### src/rtl/writeback_stage.sv
// Writeback stage of the RV32I pipeline: accepts retiring instructions, waits
// for load responses, extends load data and drives the register-file write port.
module writeback_stage #(
  parameter int DATA_WIDTH    = 32,
  parameter int ADDRESS_WIDTH = 5
) (
  input  logic                     iClk,
  input  logic                     iRst,
  input  logic                     iValidM,
  output logic                     oReadyM,
  input  logic                     iRegWriteM,
  input  logic [ADDRESS_WIDTH-1:0] iRdM,
  input  logic [1:0]               iResultSrcM,
  input  logic [DATA_WIDTH-1:0]    iAluResultM,
  input  logic [DATA_WIDTH-1:0]    iPCPlus4M,
  input  logic [2:0]               iFunct3M,
  input  logic                     iMemRespValid,
  input  logic [DATA_WIDTH-1:0]    iMemRespData,
  output logic                     oWriteEn,
  output logic [ADDRESS_WIDTH-1:0] oWriteAddress,
  output logic [DATA_WIDTH-1:0]    oDataIn,
  output logic                     oPendingValid,
  output logic [ADDRESS_WIDTH-1:0] oPendingRd,
  output logic [31:0]              oRetireCount
);

  typedef enum logic [1:0] {IDLE, WAIT_LOAD, WRITE} state_t;

  state_t r_state, w_state_next;

  // Holding register, captured on every transfer
  logic                     r_regwrite;
  logic [ADDRESS_WIDTH-1:0] r_rd;
  logic [1:0]               r_src;
  logic [2:0]               r_funct3;
  logic [1:0]               r_off;
  logic [DATA_WIDTH-1:0]    r_alu;
  logic [DATA_WIDTH-1:0]    r_pc4;

  logic                     r_write_en;
  logic [ADDRESS_WIDTH-1:0] r_write_addr;
  logic [DATA_WIDTH-1:0]    r_write_data;
  logic [31:0]              r_retire_count;

  logic                     w_ready;
  logic                     w_transfer;
  logic [7:0]               w_byte;
  logic [15:0]              w_half;
  logic [DATA_WIDTH-1:0]    w_ext;
  logic                     w_we_next;
  logic [ADDRESS_WIDTH-1:0] w_addr_next;
  logic [DATA_WIDTH-1:0]    w_data_next;

  function automatic logic [DATA_WIDTH-1:0] select_result(
    input logic [1:0]            src,
    input logic [DATA_WIDTH-1:0] alu,
    input logic [DATA_WIDTH-1:0] load,
    input logic [DATA_WIDTH-1:0] pc4
  );
    case (src)
      2'b01:   return load;
      2'b10:   return pc4;
      default: return alu;
    endcase
  endfunction

  // Ready is a pure function of state so there is no path from iValidM
  always_comb begin
    w_state_next = r_state;
    w_ready      = 1'b0;
    w_transfer   = 1'b0;
    case (r_state)
      IDLE, WRITE: begin
        w_ready    = 1'b1;
        w_transfer = iValidM;
        if (iValidM) begin
          w_state_next = (iResultSrcM == 2'b01) ? WAIT_LOAD : WRITE;
        end else begin
          w_state_next = IDLE;
        end
      end
      WAIT_LOAD: begin
        if (iMemRespValid) begin
          w_state_next = WRITE;
        end
      end
      default: w_state_next = IDLE;
    endcase
  end

  always_comb begin
    case (r_off)
      2'd0:    w_byte = iMemRespData[7:0];
      2'd1:    w_byte = iMemRespData[15:8];
      2'd2:    w_byte = iMemRespData[23:16];
      default: w_byte = iMemRespData[31:24];
    endcase
    w_half = r_off[1] ? iMemRespData[31:16] : iMemRespData[15:0];
    case (r_funct3)
      3'b000:  w_ext = {{(DATA_WIDTH-8){w_byte[7]}}, w_byte};
      3'b100:  w_ext = {{(DATA_WIDTH-8){1'b0}}, w_byte};
      3'b001:  w_ext = {{(DATA_WIDTH-16){w_half[15]}}, w_half};
      3'b101:  w_ext = {{(DATA_WIDTH-16){1'b0}}, w_half};
      default: w_ext = iMemRespData;
    endcase
  end

  // Non-loads enter WRITE straight from the inputs; loads from the holding register
  always_comb begin
    if (w_transfer) begin
      w_we_next   = iRegWriteM && (iRdM != '0);
      w_addr_next = iRdM;
      w_data_next = select_result(iResultSrcM, iAluResultM, '0, iPCPlus4M);
    end else begin
      w_we_next   = r_regwrite && (r_rd != '0);
      w_addr_next = r_rd;
      w_data_next = select_result(r_src, r_alu, w_ext, r_pc4);
    end
  end

  always_ff @(posedge iClk) begin
    if (iRst) begin
      r_state        <= IDLE;
      r_regwrite     <= 1'b0;
      r_rd           <= '0;
      r_src          <= '0;
      r_funct3       <= '0;
      r_off          <= '0;
      r_alu          <= '0;
      r_pc4          <= '0;
      r_write_en     <= 1'b0;
      r_write_addr   <= '0;
      r_write_data   <= '0;
      r_retire_count <= '0;
    end else begin
      r_state    <= w_state_next;
      r_write_en <= 1'b0;
      if (w_transfer) begin
        r_regwrite <= iRegWriteM;
        r_rd       <= iRdM;
        r_src      <= iResultSrcM;
        r_funct3   <= iFunct3M;
        r_off      <= iAluResultM[1:0];
        r_alu      <= iAluResultM;
        r_pc4      <= iPCPlus4M;
      end
      if (w_state_next == WRITE) begin
        r_write_en     <= w_we_next;
        r_write_addr   <= w_addr_next;
        r_write_data   <= w_data_next;
        r_retire_count <= r_retire_count + 32'd1;
      end
    end
  end

  assign oReadyM       = w_ready;
  assign oWriteEn      = r_write_en;
  assign oWriteAddress = r_write_addr;
  assign oDataIn       = r_write_data;
  assign oRetireCount  = r_retire_count;
  assign oPendingValid = (r_state == WAIT_LOAD);
  assign oPendingRd    = ((r_state == WAIT_LOAD) && r_regwrite) ? r_rd : '0;

endmodule

### config.mk
export PLATFORM = sky130hd
export DESIGN_NAME = writeback_stage
export DESIGN_NICKNAME = d
export VERILOG_FILES = /design/src/rtl/writeback_stage.sv
export SDC_FILE = /design/constraint.sdc
export NUM_CORES = 1
export LEC_CHECK = 0
export ABC_CLOCK_PERIOD_IN_PS = 1700
export CELL_PAD_IN_SITES_DETAIL_PLACEMENT = 0
export CELL_PAD_IN_SITES_GLOBAL_PLACEMENT = 1
export CORE_MARGIN = 3
export CORE_UTILIZATION = 32
export CTS_BUF_LIST = sky130_fd_sc_hd__clkbuf_4 sky130_fd_sc_hd__clkbuf_8 sky130_fd_sc_hd__clkbuf_16
export CTS_CLUSTER_DIAMETER = 60
export CTS_CLUSTER_SIZE = 40
export DETAILED_ROUTE_END_ITERATION = 6
export PLACE_DENSITY_LB_ADDON = 0.1
export SYNTH_ARGS = -nofsm -noshare
export SYNTH_HDL_FRONTEND = slang
export SYNTH_SLANG_ARGS = --single-unit
export TNS_END_PERCENT = 5
### constraint.sdc
create_clock -name iClk -period 1.7 [get_ports iClk]
set_input_delay 0.17 -clock iClk [delete_from_list [all_inputs] [get_ports iClk]]
set_output_delay 0.17 -clock iClk [all_outputs]
set_load 0.02 [all_outputs]
* Word-level counts from Yosys, hierarchy flattened *
Cells that the tools add are included.

storage, ports and cells
  output and inout port bits = 77
  bits of input ports = 111
  bits in registers = 149
  word-level logic and storage cells = 51

operators by class
  bitwise logic cells = 1
  multiplexer cells = 15
  add/sub/neg operators = 1
  equal/unequal tests = 12
  reduce and logical (&&, ||, !) cells = 10

operators by type and width
  kind                   count
  $pmux 32 s2            2
  $pmux 32 s4            1
  $add 32x1->32 const B  1
  $mux 32                1
  $pmux 8 s3             1
  $mux 16                1
  $eq 2x2->1 const B     5
  $mux 5                 2
  $reduce_bool 5->1      2
  $eq 2x1->1 const B     4
  $eq 3x3->1 const B     2
  $mux 2                 3
  $logic_not 2->1        2
  $pmux 2 s2             1
  $reduce_or 2->1        2
  $eq 3x1->1 const B     1
  $logic_and 1x1->1      3
  $logic_not 3->1        1
  $mux 1                 3
  $not 1->1              1

* Logic depth before layout (Yosys ltp) *
Gate-level depths: netlist of run 1.

  depth in word-level cells = 7
  depth in mapped cells = 9
  gate-level depth less buffers = 7

* Least setup slack after synthesis of run 1 *
Ideal clock, no wire load.

  kind = reg-to-reg
  start point = register r_src[0]
  end point = register r_write_data[27] (netlist: oDataIn[27])
  period minus slack after synthesis = 1795 ps
  setup time = 75 ps
  required time = 1625 ps
  stages on the path, launching flop included = 9
  path slack = -95 ps
  buffers on the path = 3
  data arrival time = 1720 ps
  path through = dfxtp_1 -> inv_1 -> ha_1 -> buf_2 -> clkinv_1 -> clkbuf_1 -> clkbuf_1 -> o22ai_1 -> o22ai_1

on the way
  cells in the longest elaborated chain, start to end = 3
  elaborated cells on any way between the ends = 4
  classes of those cells = eq/ne: 2; mux: 2

ends and longest elaborated chain
  item                                      RTL line  source
  start, declared                           34        logic [1:0] r_src;
  start signal, assigned                    141       r_src <= iResultSrcM;
  $eq 2x2->1 or $eq 2x1->1 (tied branches)  60        case (src)
  $pmux 32 s2 *                             60
  $mux 32 *                                 110       if (w_transfer) begin
  end signal, assigned                      150       r_write_data <= w_data_next;
  end, declared                             42        logic [DATA_WIDTH-1:0] r_write_data;

Every way passes the cells marked *; elsewhere a longest branch is shown, timed or not.
A chain may end at the register's enable or synchronous reset.

* Final worst setup path of run 1 *
  start point = register r_state[0]
  end point = register r_retire_count[20] (netlist: oRetireCount[20])

on the way
  cells in the longest elaborated chain, start to end = 4
  elaborated cells on any way between the ends = 7
  classes of those cells = eq/ne: 3; mux: 2; reduce/logical: 2

ends and longest elaborated chain
  item                                           RTL line  source
  start, declared                                29        state_t r_state, w_state_next;
  start signal, assigned                         136       r_state <= w_state_next;
  $eq 2x2->1 or $logic_not 2->1 (tied branches)  72        case (r_state)
  $reduce_or 2->1                                72
  $pmux 2 s2 *                                   72
  $eq 2x2->1 *                                   147       if (w_state_next == WRITE) begin
  end signal, assigned                           151       r_retire_count <= r_retire_count + 32'd1;
  end, declared                                  43        logic [31:0] r_retire_count;

Marks and branches as above.

==> run metrics, run 1 <==
drt first pass iters=4; Peak Freq=0.594 GHz; Pins Over Slew Limit=0; outcome=completed; Top FF cell, synth=dfxtp_1; cts hold-fix bufs=0; sequential share of the synthesized area=0.387; post-route cell area=0.0115 mm2; Worst Path Max Fanout=7; HP Class=in -> reg; CTS buffer count=17; total grt overflow=0; Crit-path slowest cell=dfxtp_2; Total Wirelength=28000 um; Die Ht=roughly 160 um; vias post-DR=7918; cell taking the most area after synthesis=dfxtp_1; WS Path Type=reg -> reg; DRC violations left=0; pwr dens=837 mW/mm2; Post-synth ARST share=0; Yosys reg bits=147; crit-path leading delay family=simple AND/OR/NAND/NOR gates; CTS Sinks=147; All-Layer GR Usage=0.209; CORE AREA=0.0230 mm2; Clock Latency Late Sink=0.43 ns; Slowest Stage Delay on Critical Path=0.35 ns; initial core utilization=0.331; Filler cells=2323; post-layout util=0.500; Final nets=1351; antenna-violating nets left=0; die width=approximately 160 um; H-tree depth=4; setup violators final=0; crit-path most repeated cell=buf_6; Final Wtd Congestion=0.856; top cell type's share of synthesized area=0.387; post-DP HPWL=19500 um; ranking of synthesized cells by area=dfxtp_1, a21oi_1, nand2_1, nor2_1, o22ai_1; fin crit period=1.68 ns; skew final=around 0.011 ns; Final Hold Fails=0; placed cell count=about 1500; top cells by count, synth=nand2_1, a21oi_1, dfxtp_1; area grow syn2layout=51.2%; synth unique cells=59; pin count of the biggest net entering global routing=roughly 150; boundary pin count=188; Clock transition at path regs=0.07 ns; vias per inst=between 5 and 6; Bufs and invs on worst path=2; final hold slack=0.207 ns; R2R Setup Slk=0.02 ns; Startpoint Class=register; Critical Path End Type=register; syn nets=1109; DIE AREA=~0.026 mm2; RSZ-0062 raised after global routing=true; vias in the first global route=7631; CP arrival=~2.0 ns; EDFF count, synth=0; Port Buf Inserts=about 190; first-pass GRT wire length=around 43000 um; count leader, synth=nand2_1; static leakage=4.63 nW; MaxCap Viol Count=0; Slew HR=0.535; footprint of the multi-input gates=between 0.004 and 0.005 mm2; Cells after Synth=993; worst path required time=2.00 ns; Avg Inst Size Synth=7.66 um2; number of core rows=55; placed cell area=between 0.01 and 0.015 mm2; Sequential cell area=roughly 0.0030 mm2; CTS Root Cell=clkbuf_16; CTS tree=yes; Warnings, synthesis=0; DR iter-0 viols=445; antenna violations before repair=3; Routed wire per std cell=around 18 um; VDD IR max=between 0.5 and 0.6 mV; CP Cell Sequence=nor3b_4 -> buf_6 -> o2111ai_4 -> buf_6 -> nor3_4 -> xnor2_1 -> nor2_1; Finished Layout Cells=1562; post-route clock period utilization=0.990; CTS max path bufs=2; mapped cell area=0.00761 mm2; Slew @ Worst Pin=~0.70 ns; fraction of layout cells with a size suffix above 1=0.188
## power by group
part | switching [mW] | internal [mW]
Sequential | 0.122 | 3.63
Clock | 1.69 | 2.15
Combinational | 1.04 | 0.998
Total | 2.85 | 6.78
## worst min-delay path: cells and delay by family
family	cells	cell delay [ns]
buffers and inverters	2	0.30
and+or+nand+nor	1	0.06
AOI/OAI and AO/OA	1	0.05
## registers in the layout (all words and copies together), names as in the netlist
signal and flops:
r_funct3 3, r_rd 5, oRetireCount 32, oDataIn 32
r_src 2, r_off 1, r_regwrite 1, r_state 2
oWriteEn 1, oWriteAddress 5, r_pc4 32, r_alu 31
## routing by layer
layer,vias to the layer above,wire [um],track usage
li1,4033,-,-
met1,3663,12800,0.281
met2,189,12800,0.324
met3,29,1800,0.0651
met4,4,536,0.0560
met5,-,27,0
## stage by stage
step | worst slack [ns] | TNS, ns | power [mW]
global route | -0.107 | -0.670 | 10.0
finish | 0.0164 | 0 | 9.62
detailed placement | -0.598 | -36.03 | 5.79
CTS | -0.0780 | -0.525 | 9.64
floorplan | 0.0211 | 0 | 4.78
global placement | -0.589 | -35.31 | 5.79
## cell families (layout without fill, tap and decap cells)
family                   Yosys count  after routing  synth area share
multiplexers                       8              8            0.0109
adder cells (fa/ha/maj)            5              5           0.00823
buffers and inverters            105            358            0.0605
other                              0              1                 0
AO/OA/AOI/OAI                    323            324             0.265
AND/OR/NAND/NOR                  382            383             0.242
flip-flops                       147            147             0.387
XOR/XNOR                          23             23            0.0265
## layout by cell type (no fill, tap or decap), drive strengths merged, types with 3 or more instances in the layout
cell / Yosys / final
and4: 6 / 6
nor2: 62 / 62
and3b: 20 / 20
nand2b: 4 / 4
a221oi: 8 / 8
nor3: 38 / 38
xnor2: 22 / 22
nand3: 10 / 11
a31oi: 5 / 5
nand4: 5 / 5
clkinv: 1 / 5
o22ai: 34 / 34
a21oi: 160 / 160
a311oi: 7 / 7
a22oi: 10 / 10
clkbuf: 45 / 20
o21a: 10 / 10
nor2b: 3 / 3
or2: 13 / 13
o211ai: 3 / 3
dlymetal6s2s: 0 / 17
dfxtp: 147 / 147
and3: 7 / 7
nor4: 6 / 6
ha: 5 / 5
dlygate4sd2: 0 / 5
o221a: 5 / 5
a221o: 16 / 16
clkdlybuf4s50: 0 / 158
nand2: 193 / 193
buf: 42 / 126
o31a: 7 / 7
or3: 9 / 9
mux2i: 6 / 6
a211oi: 8 / 8
o221ai: 5 / 5
inv: 17 / 23
o21ai: 36 / 36
## what timing repair did
action                     4_1_cts  5_1_grt
resized for setup               39       68
hold endpoints to repair         0        0
setup endpoints to repair       63       84
pin swaps                        3       11
buffers inserted                 1        7
cloned                           0        3
## cell type report
type / count / share of cell area
Antenna cell: 1 / 0.000218
Tap cell: 313 / 0.0341
Clock inverter: 13 / 0.0122
Clock buffer: 19 / 0.0394
Multi-Input combinational cell: 743 / 0.387
Sequential cell: 147 / 0.257
Inverter: 18 / 0.00631
Timing Repair Buffer: 308 / 0.264
## final timing paths
check                           cells past startpoint          endpoint           start
worst max register to register                      7  oRetireCount[20]      r_state[0]
worst min-delay path                                4          r_src[1]  iResultSrcM[1]
worst min register to register                      2          r_pc4[0]        r_pc4[0]
worst max-delay path                                7  oRetireCount[20]      r_state[0]
Power figures use the tool's default switching activity.
==> inputs of run 2 (changes only) <==
--- a/config.mk
+++ b/config.mk
@@ -6,10 +6,8 @@
 export NUM_CORES = 1
 export LEC_CHECK = 0
 export ABC_CLOCK_PERIOD_IN_PS = 1700
-export CELL_PAD_IN_SITES_DETAIL_PLACEMENT = 0
-export CELL_PAD_IN_SITES_GLOBAL_PLACEMENT = 1
 export CORE_MARGIN = 3
-export CORE_UTILIZATION = 32
+export CORE_UTILIZATION = 45
 export CTS_BUF_LIST = sky130_fd_sc_hd__clkbuf_4 sky130_fd_sc_hd__clkbuf_8 sky130_fd_sc_hd__clkbuf_16
 export CTS_CLUSTER_DIAMETER = 60
 export CTS_CLUSTER_SIZE = 40
==> run 2 against run 1 <==
First-iteration DRC count up 45%. Worst setup slack worse by 0.0011 ns. Count of clock-buffer cells in the layout up 2. Critical path depth down 1. Sequential power about the same. Sequential cell count unchanged. Via count up 5.2%. Cell count down 7.3%. Sequential share of layout area up 0.90 points. Final area down 3.2%. Fmax about the same.
==> run metrics, run 2 (synthesis results as in run 1) <==
post-route cell area=0.0111 mm2; Total Wirelength=25900 um; Final Wtd Congestion=0.863; hold worst-path end=r_off[0]; R2R Path End=oRetireCount[30]; Met3 Wirelength=2410 um; CP arrival=1.97 ns; pin count of the biggest net entering global routing=125; HP Class=in -> reg; Slew HR=0.527; antenna-violating nets left=0; dpl ws=-0.844 ns; H-tree depth=4; Slowest Stage Delay on Critical Path=0.36 ns; Routed wire per std cell=between 15 and 20 um; post-DP HPWL=between 15000 and 20000 um; worst path required time=1.99 ns; boundary pin count=188; initial core utilization=0.469; Port Buf Inserts=187; VDD IR max=~0.75 mV; Filler cells=~1400; CTS buffer count=17; MaxCap Viol Count=0; CTS Root Cell=clkbuf_16; Bufs and invs on worst path=1; setup violators final=0; final hold slack=0.236 ns; area grow syn2layout=46.3%; drt first pass iters=6; Final nets=1335; Clock Latency Late Sink=0.42 ns; met1 wire length=between 10000 and 15000 um; RSZ-0062 raised after global routing=true; hold path startpoint=iRst; Clock transition at path regs=0.06 ns; crit-path leading delay family=simple AND/OR/NAND/NOR gates; CORE AREA=0.0162 mm2; static leakage=4.39 nW; skew final=0.00717 ns; Slew @ Worst Pin=approximately 0.71 ns; vias per inst=roughly 5.8; Detail Route met2 WL=roughly 12000 um; antenna violations before repair=1; DIE AREA=0.0185 mm2; post-layout util=0.686; fraction of layout cells with a size suffix above 1=0.173; WS Path Type=reg -> reg; first-pass GRT wire length=40100 um; outcome=completed; DRC violations left=0; vias in the first global route=7660; post-route clock period utilization=0.991; Reg2Reg Depth=6; R2R Setup Slk=0.02 ns; placed cell area=between 0.01 and 0.015 mm2; CTS Sinks=147; placed cell count=1406; Finished Layout Cells=1448; All-Layer GR Usage=0.272; vias post-DR=between 8000 and 9000; CTS max path bufs=2; commonest cells after routing, fill and taps aside=nand2_1, clkdlybuf4s50_1, a21oi_1; Die Ht=136 um; reg2reg start=r_state[1]; Crit-path slowest cell=nor4_2; number of core rows=46; cts hold-fix bufs=0; total power draw=around 9.7 mW; Worst Path Max Fanout=5; Peak Freq=between 0.5 and 0.6 GHz; Critical Path End Type=register; fin crit period=1.68 ns; Startpoint Class=register; pwr dens=about 870 mW/mm2; total grt overflow=0; die width=136 um; most common cell after layout, fill and taps aside=nand2_1; Pins Over Slew Limit=0; CP Cell Sequence=and3b_4 -> buf_6 -> o2111ai_4 -> nor4_2 -> xnor2_1 -> nor2_1; diode count=0; hold path cells=3; Final Hold Fails=0; Sum Neg Setup Slack=0 ns; Final WS setup=0.0153 ns; DR iter-0 viols=between 600 and 700; CTS tree=yes; DR top layer=met5
run 2: worst min-delay path, cell delays in order:
cell and delay (ns):
buf_4 0.12, buf_4 0.26, a21oi_1 0.06
run 2: final cells by class:
type / count / area (um2) / share of cell area
clock inverter: 11 / 149 / 0.0134
clock buffer: 21 / 480 / 0.0432
sequential: 147 / 2960 / 0.266
inverter: 18 / 70.1 / 0.00630
multi-input combinational: 744 / 4410 / 0.396
timing repair buffer: 291 / 2790 / 0.251
tap: 216 / 270 / 0.0243
run 2: power by group:
part | internal [mW] | total [mW] | switching (mW)
sequential | 3.64 | 3.76 | 0.129
combinational | 0.942 | 1.96 | 1.02
clock | 2.47 | 3.98 | 1.51
run 2: repair_timing:
| item | 4_1_cts | 5_1_grt |
|---|---|---|
| gates resized for setup | 45 | 56 |
| buffers inserted | 5 | 2 |
| cloned | 2 | 1 |
| pin swaps | 6 | 5 |
| setup endpoints to repair | 79 | 78 |
run 2: worst max-delay path by stage:
stage,startpoint,endpoint,cells past startpoint
CTS,r_state[1],oDataIn[9],7
finish,r_state[1],oRetireCount[30],6
detailed placement,iResultSrcM[0],oDataIn[9],6
floorplan,r_src[1],oDataIn[27],8
global placement,iResultSrcM[0],oDataIn[12],6
global route,r_state[0],oRetireCount[24],7
run 2: routing by layer:
metal,vias to the layer above,GRT usage
li1,4000,-
met1,3913,0.355
met2,375,0.432
met3,37,0.0781
met4,2,0.0935
met5,-,0
